File: src/rtl/sf_tester_region_sequencer.sv
// sf_tester_region_sequencer: runs one erase / program / read-compare pass over a flash region.
// Ports: i_go/i_start_addr/i_pat_* start a pass; o_cmd_*/i_cmd_ready/i_cmd_done drive the flash
// command controller; i_tx_req/o_tx_data supply program bytes; i_rx_valid/i_rx_data return read
// bytes; o_busy/o_done/o_phase/o_err_count report progress and mismatches.
module sf_tester_region_sequencer #(
    parameter int PARM_SUBSECTOR_CNT  = 256,
    parameter int PARM_PAGE_CNT       = 4096,
    parameter int PARM_SUBSECTOR_INCR = 4096,
    parameter int PARM_PAGE_INCR      = 256,
    parameter int PARM_PAGE_BYTES     = 256
) (
    input  logic        i_clk_40mhz,
    input  logic        i_rstn_40mhz,
    input  logic        i_go,
    input  logic [31:0] i_start_addr,
    input  logic [7:0]  i_pat_start,
    input  logic [7:0]  i_pat_incr,
    output logic        o_busy,
    output logic        o_done,
    output logic [1:0]  o_phase,
    output logic [31:0] o_err_count,
    output logic        o_cmd_valid,
    output logic [1:0]  o_cmd_op,
    output logic [31:0] o_cmd_addr,
    output logic [8:0]  o_cmd_len,
    input  logic        i_cmd_ready,
    input  logic        i_cmd_done,
    input  logic        i_tx_req,
    output logic [7:0]  o_tx_data,
    input  logic        i_rx_valid,
    input  logic [7:0]  i_rx_data
);
    localparam logic [2:0] S_IDLE     = 3'd0;
    localparam logic [2:0] S_ER_ISSUE = 3'd1;
    localparam logic [2:0] S_ER_WAIT  = 3'd2;
    localparam logic [2:0] S_PG_ISSUE = 3'd3;
    localparam logic [2:0] S_PG_WAIT  = 3'd4;
    localparam logic [2:0] S_RD_ISSUE = 3'd5;
    localparam logic [2:0] S_RD_WAIT  = 3'd6;
    localparam logic [2:0] S_DONE     = 3'd7;
    logic [2:0]  state_q, state_d;
    logic [31:0] base_q, base_d, k_q, k_d, p_q, p_d, err_q, err_d;
    logic [7:0]  pat_q, pat_d, pat_start_q, pat_start_d, pat_incr_q, pat_incr_d;
    logic        is_er, is_pg, is_rd;
    assign is_er       = state_q == S_ER_ISSUE || state_q == S_ER_WAIT;
    assign is_pg       = state_q == S_PG_ISSUE || state_q == S_PG_WAIT;
    assign is_rd       = state_q == S_RD_ISSUE || state_q == S_RD_WAIT;
    assign o_busy      = state_q != S_IDLE;
    assign o_done      = state_q == S_DONE;
    assign o_phase     = is_er ? 2'd1 : is_pg ? 2'd2 : is_rd ? 2'd3 : 2'd0;
    assign o_cmd_valid = state_q == S_ER_ISSUE || state_q == S_PG_ISSUE || state_q == S_RD_ISSUE;
    // op encoding coincides with the phase encoding
    assign o_cmd_op    = o_cmd_valid ? o_phase : 2'd0;
    assign o_cmd_addr  = !o_cmd_valid ? 32'd0 :
                         is_er ? base_q + k_q * 32'(PARM_SUBSECTOR_INCR) :
                                 base_q + p_q * 32'(PARM_PAGE_INCR);
    assign o_cmd_len   = (o_cmd_valid && !is_er) ? 9'(PARM_PAGE_BYTES) : 9'd0;
    assign o_err_count = err_q;
    assign o_tx_data   = pat_q;
    always_comb begin
        state_d     = state_q;
        base_d      = base_q;
        k_d         = k_q;
        p_d         = p_q;
        err_d       = err_q;
        pat_d       = pat_q;
        pat_start_d = pat_start_q;
        pat_incr_d  = pat_incr_q;
        case (state_q)
            S_IDLE: if (i_go) begin
                state_d     = S_ER_ISSUE;
                base_d      = i_start_addr;
                pat_start_d = i_pat_start;
                pat_incr_d  = i_pat_incr;
                err_d       = 32'd0;
                k_d         = 32'd0;
                p_d         = 32'd0;
            end
            S_ER_ISSUE: if (i_cmd_ready) state_d = S_ER_WAIT;
            S_ER_WAIT: if (i_cmd_done) begin
                k_d = k_q + 32'd1;
                if (k_d == 32'(PARM_SUBSECTOR_CNT)) begin
                    state_d = S_PG_ISSUE;
                    pat_d   = pat_start_q;
                    p_d     = 32'd0;
                end else state_d = S_ER_ISSUE;
            end
            S_PG_ISSUE: if (i_cmd_ready) state_d = S_PG_WAIT;
            S_PG_WAIT: begin
                if (i_tx_req) pat_d = pat_q + pat_incr_q;
                if (i_cmd_done) begin
                    p_d = p_q + 32'd1;
                    if (p_d == 32'(PARM_PAGE_CNT)) begin
                        state_d = S_RD_ISSUE;
                        pat_d   = pat_start_q;
                        p_d     = 32'd0;
                    end else state_d = S_PG_ISSUE;
                end
            end
            S_RD_ISSUE: if (i_cmd_ready) state_d = S_RD_WAIT;
            S_RD_WAIT: begin
                // the byte of a same-cycle rx/done pair is compared before the state moves on
                if (i_rx_valid) begin
                    if (i_rx_data != pat_q && err_q != 32'hFFFF_FFFF) err_d = err_q + 32'd1;
                    pat_d = pat_q + pat_incr_q;
                end
                if (i_cmd_done) begin
                    p_d     = p_q + 32'd1;
                    state_d = (p_d == 32'(PARM_PAGE_CNT)) ? S_DONE : S_RD_ISSUE;
                end
            end
            default: state_d = S_IDLE;
        endcase
    end
    always_ff @(posedge i_clk_40mhz or negedge i_rstn_40mhz) begin
        if (!i_rstn_40mhz) begin
            state_q     <= S_IDLE;
            base_q      <= '0;
            k_q         <= '0;
            p_q         <= '0;
            err_q       <= '0;
            pat_q       <= '0;
            pat_start_q <= '0;
            pat_incr_q  <= '0;
        end else begin
            state_q     <= state_d;
            base_q      <= base_d;
            k_q         <= k_d;
            p_q         <= p_d;
            err_q       <= err_d;
            pat_q       <= pat_d;
            pat_start_q <= pat_start_d;
            pat_incr_q  <= pat_incr_d;
        end
    end
endmodule

File: config.mk
export PLATFORM = sky130hd
export DESIGN_NAME = sf_tester_region_sequencer
export DESIGN_NICKNAME = d
export VERILOG_FILES = /design/src/rtl/sf_tester_region_sequencer.sv
export SDC_FILE = /design/constraint.sdc
export NUM_CORES = 1
export LEC_CHECK = 0
export CAP_MARGIN = 20
export CELL_PAD_IN_SITES_DETAIL_PLACEMENT = 0
export CELL_PAD_IN_SITES_GLOBAL_PLACEMENT = 1
export CORE_AREA = 2 2 168 170
export CTS_CLUSTER_DIAMETER = 120
export DETAILED_ROUTE_END_ITERATION = 10
export DIE_AREA = 0 0 170 172
export PLACE_DENSITY_LB_ADDON = 0.1
export SLEW_MARGIN = 20
export SYNTH_ARGS = -nofsm -noshare
export SYNTH_HDL_FRONTEND = slang
export SYNTH_SLANG_ARGS = --single-unit
File: constraint.sdc
create_clock -name i_clk_40mhz -period 3.7 [get_ports i_clk_40mhz]
set_clock_uncertainty 0.15 [all_clocks]
set_input_delay 0.555 -clock i_clk_40mhz [delete_from_list [all_inputs] [get_ports i_clk_40mhz]]
set_output_delay 0.555 -clock i_clk_40mhz [all_outputs]
set_load 0.05 [all_outputs]
Yosys cells after proc, flatten, opt, wreduce, memory -nomap -nowiden
Cells that the tools add are included.
{"block": "classes", "add_sub_neg": 6, "n_eq_ne": 21, "n_mux": 37, "reduce_logical": 20}
{"operator": "$mux 32", "n": 11}
{"operator": "$pmux 32 s2", "n": 2}
{"operator": "$pmux 32 s4", "n": 1}
{"operator": "$add 32x1->32 const B", "n": 3}
{"operator": "$add 32x32->32", "n": 2}
{"operator": "$mux 8", "n": 6}
{"operator": "$eq 32x13->1 const B", "n": 1}
{"operator": "$eq 32x9->1 const B", "n": 1}
{"operator": "$ne 32x32->1 const B", "n": 1}
{"operator": "$mux 3", "n": 8}
{"operator": "$pmux 8 s3", "n": 1}
{"operator": "$pmux 3 s7", "n": 1}
{"operator": "$ne 2x2->1 const B", "n": 8}
{"operator": "$eq 3x3->1 const B", "n": 4}
{"operator": "$mux 2", "n": 6}
{"operator": "$mux 9", "n": 1}
{"operator": "$add 8x8->8", "n": 1}
{"operator": "$ne 8x8->1", "n": 1}
{"operator": "$reduce_and 4->1", "n": 2}
{"operator": "$reduce_and 7->1", "n": 1}
{"operator": "$eq 3x2->1 const B", "n": 2}
{"operator": "$reduce_and 6->1", "n": 1}
{"operator": "$reduce_bool 3->1", "n": 2}
{"operator": "$logic_or 1x1->1", "n": 5}
{"operator": "other kinds (9)", "n": 12}
{"block": "totals", "regBits": 155, "input_bits": 63, "output_inout_bits": 88, "elab_cells": 92}

Longest topological paths before layout
{"block": "logic_depth", "depth_word": 6, "mapped_depth": 12, "mapped_depth_nobuf": 12}

Least setup slack after synthesis
No wires, ideal clock.
{"block": "synth_timing", "path_kind": "register -> output", "startpoint": "register k_q[0]", "endpoint": "output o_cmd_addr[30]", "arrival_time_ps": 3598, "required_time_ps": 2995, "slack_ps": -603, "path_stages_with_launch": 13, "path_buffers": 0, "cell_sequence": "dfrtp_1 ha_1 inv_1 fa_1 nor2b_1 o31a_1 o31ai_1 a311oi_1 a41o_1 o211ai_1 o21ai_0 xnor2_1 o31ai_1"}
{"block": "synth_via", "elab_chain_cells": 3}
{"element": "start, declared", "line_no": "42", "rtl": "logic [31:0] base_q, base_d, k_q, k_d, p_q, p_d, err_q, err_d;"}
{"element": "start signal, assigned", "line_no": "128", "rtl": "k_q <= k_d;"}
{"element": "$add 32x32->32", "line_no": "55", "rtl": "is_er ? base_q + k_q * 32'(PARM_SUBSECTOR_INCR) :"}
{"element": "$mux 32", "line_no": "55"}
{"element": "$mux 32", "line_no": "54", "rtl": "assign o_cmd_addr = !o_cmd_valid ? 32'd0 :"}
{"element": "end, declared", "line_no": "24", "rtl": "output logic [31:0] o_cmd_addr,"}
Every way passes these cells.

Worst setup path in the final report
{"block": "layout_timing", "startpoint": "register base_q[12]", "endpoint": "output o_cmd_addr[25]"}
{"block": "layout_via", "elab_chain_cells": 3, "word_cells_on_any_way": 4, "cone_classes": "add/sub (2); mux (2)"}
{"element": "start, declared", "line_no": "42"}
{"element": "start signal, assigned", "line_no": "127", "rtl": "base_q <= base_d;"}
{"element": "$add 32x32->32 (on tied branches)", "line_no": "56, 55"}
{"element": "$mux 32 *", "line_no": "55"}
{"element": "$mux 32 *", "line_no": "54"}
Every way passes the cells marked *; elsewhere a longest branch is shown, timed or not.

==> results.json <==
{
  "slowest_stage": "dfrtp_1",
  "synth_enable_flop_cells": 0,
  "insertion_delay_ns": 0.44,
  "n_antenna_cell": 0,
  "p_per_area_nw_per_um2": 689,
  "cp-start-kind": "register",
  "crit_path_end_kind": "output pin",
  "gp_congestion": 0.813,
  "hold_class": "register to register",
  "finalWirelength_um": 35700,
  "dieWidth_um": 170,
  "stdcell_count": 1942,
  "synth_area_sq_um": 11700,
  "coreArea_sq_um": 27500,
  "netlist.top_cell.by_area": "dfrtp_1",
  "crit_required_ns": 2.99,
  "syn_avg_cell_area_sq_um": 8.55,
  "max_freq_mhz": 245,
  "dp_hpwl_um": 26300,
  "dominantRegCellSynth": "dfrtp_1",
  "ios": 151,
  "period_share_pct": 110,
  "yosysSeqAreaShare_pct": 33.2,
  "tritoncts": "done",
  "synthTopCellsByCount": "dfrtp_1, nor2_1, nand2_1, o21ai_0, xnor2_1",
  "overflow": 0,
  "num_rows": 61,
  "wl_per_cell_um": 18.4,
  "irDropWorstVdd_mv": 0.610,
  "crit_path_cell_trace": "buf_6, ha_4, or3_1, a31o_2, and3b_2, or3b_4, a21o_1, xnor2_2, a211oi_2, o21a_1, buf_12",
  "dieHeight_um": 172,
  "max-cap-violations": 0,
  "drc": 0,
  "worstPathArrival_ns": 3.37,
  "synth_area_leaders": "dfrtp_1, ha_1, xnor2_1",
  "viasPerCell": 5.75,
  "clk_path_buf_depth": 2,
  "cts_root_buf": "clkbuf_16",
  "maxSlewViolCount": 0,
  "ys_types": 88,
  "syn_inst": 1364,
  "grt_max_degree": 85,
  "grt_usage_pct": 24.8,
  "final_hold_viol_count": 0,
  "tightestPinTransition_ns": 0.754,
  "worstSetupPathType": "register to output pin",
  "violations": "negative setup slack",
  "num_vias": 11200,
  "maxSlewHeadroom_pct": 49.6,
  "ys_ff_latch": 155,
  "initial_core_util_pct": 42.5,
  "yosysMostFrequentCell": "dfrtp_1",
  "setup_ws_ns": -0.380,
  "ys_async_sr_fraction_pct": 100,
  "status": "finished, violations left",
  "dp_slack_ns": -0.0705,
  "path_clk_slew_ns": 0.07,
  "dp_cells": 1902,
  "rsz0062_at_grt": "yes",
  "fin_nets": 1701,
  "yosys_warnings": 0,
  "ant_nets": 0,
  "antenna_found_initial": 0,
  "yosysTopAreaCellShare_pct": 33.2,
  "dieArea_sq_um": 29200,
  "grt_pass1_wl_um": 57400,
  "htreeDepth": 4,
  "io_buffers": 142,
  "drt_iter0_markers": 654,
  "cts.sink_count": 155,
  "grt_pass1_vias": 10700,
  "drive_gt1_share_pct": 21.1,
  "firstDrtPassIters": 5,
  "cp_max_fo": 2,
  "cp_slowest_stage_delay_ns": 0.42,
  "area_growth_pct": 31.6,
  "cts_buffers": 17,
  "power.leakage_nw": 6.56,
  "min_period_ns": 4.08,
  "setup_violations": 16
}
[layer usage]
layer | part of all wire, % | vias up | routed length [um] | GRT usage, %
li1 | - | 5422 | - | -
met1 | 50 | 5432 | 17700 | 35.5
met2 | 44 | 269 | 15800 | 38.9
met3 | 4.6 | 34 | 1650 | 4.07
met4 | 1.5 | 0 | 538 | 6.65
met5 | 0 | - | 0 | 0
[report_power, final]
part	total (mW)	internal [mW]	switching (mW)	leakage, nW
Sequential	2.42	2.06	0.360	2.04
Clock	1.68	0.872	0.805	0.256
Combinational	6.48	2.79	3.69	4.27
Total	10.6	5.72	4.86	6.56
[critical path: cells and delay by family (launching register included)]
kind | cells | cell delay, ns
simple gates | 3 | 1.02
buf+inv | 2 | 0.30
xor+xnor | 1 | 0.15
flops | 1 | 0.42
compound gates | 4 | 0.85
fa+ha+maj | 1 | 0.20
[cell families (layout without fill, tap and decap cells)]
kind of cell / count (synthesis) / after routing / synth area share, %
adder cells (fa/ha/maj): 55 / 55 / 6.09
AO/OA/AOI/OAI: 361 / 361 / 20.0
multiplexers: 57 / 57 / 5.42
buffers and inverters: 119 / 344 / 4.32
flip-flops: 155 / 155 / 33.2
XOR/XNOR: 108 / 108 / 8.11
other: 1 / 8 / 0.0321
AND/OR/NAND/NOR: 508 / 508 / 22.8
[cell type report]
type	count	area, sq um
Tap cell	346	433
Fill cell	2476	12100
Clock inverter	14	113
Inverter	38	143
Clock buffer	18	429
Sequential cell	155	3880
Multi-Input combinational cell	1097	7680
Timing Repair Buffer	274	2680
[layout by cell type, fill, tap and decap left out, drive strengths merged, types with 9 or more instances in the layout]
cell type      synthesis  layout
a211oi                10      10
a21o                  21      21
a21oi                 59      59
a31oi                 22      22
and2                  25      25
and3                  21      21
and4                  17      17
buf                   29     163
clkbuf                52      18
clkdlybuf4s50          0     110
dfrtp                155     155
ha                    52      52
inv                   38      44
mux2                  49      49
nand2                125     125
nand3                 44      44
nand4                 45      45
nor2                 130     130
nor3                  33      33
nor4                  21      21
o21a                   9       9
o21ai                129     129
o21bai                10      10
o31a                  10      10
o31ai                 25      25
or3                   14      14
xnor2                 71      71
xor2                  37      37
[flip-flops by register name, indices dropped and copies added, names as in the netlist]
signal and cells:
o_err_count 32, o_tx_data 8, pat_incr_q 8, pat_start_q 8
state_q 3, base_q 32, k_q 32, p_q 32
[final timing paths]
| path | start | to | slack (ns) | cells past startpoint |
|---|---|---|---|---|
| max in group asynchronous | i_rstn_40mhz | k_q[27]$_DFFE_PN0P_ | 2.05 | 3 |
| worst min register to register | base_q[7]$_DFFE_PN0P_ | base_q[7]$_DFFE_PN0P_ | 0.35 | 1 |
| worst max register to register | k_q[2]$_DFFE_PN0P_ | p_q[12]$_DFFE_PN0P_ | 0.14 | 12 |
| worst min-delay path | base_q[7]$_DFFE_PN0P_ | base_q[7]$_DFFE_PN0P_ | 0.35 | 1 |
| worst max-delay path | base_q[12]$_DFFE_PN0P_ | o_cmd_addr[25] | -0.38 | 11 |
| min in group asynchronous | i_rstn_40mhz | pat_start_q[4]$_DFFE_PN0P_ | 0.42 | 2 |
[repair_timing]
item	4_1_cts	5_1_grt
cloned	0	1
hold buffers	1	0
resized for setup	61	32
setup endpoints to repair	16	44
pin swaps	51	29
buffers inserted	8	6
endpoints found under the hold margin	31	0
[stage by stage]
stage                     cell area, sq um  total power [mW]  hold slack, ns  utilization, %  setup TNS, ns
after floorplan                      11700              6.24           0.109               -              0
after global placement               14400              8.51           0.315            52.4        -0.0732
after detailed placement             14400              8.57           0.320            52.4         -0.147
after CTS                            15200              10.5           0.353            55.4          -3.25
after global routing                 15400              11.2           0.360            55.9          -6.00
final                                15400              10.6           0.350            55.9          -3.70
Note: power is estimated with default switching activity, not from simulation.
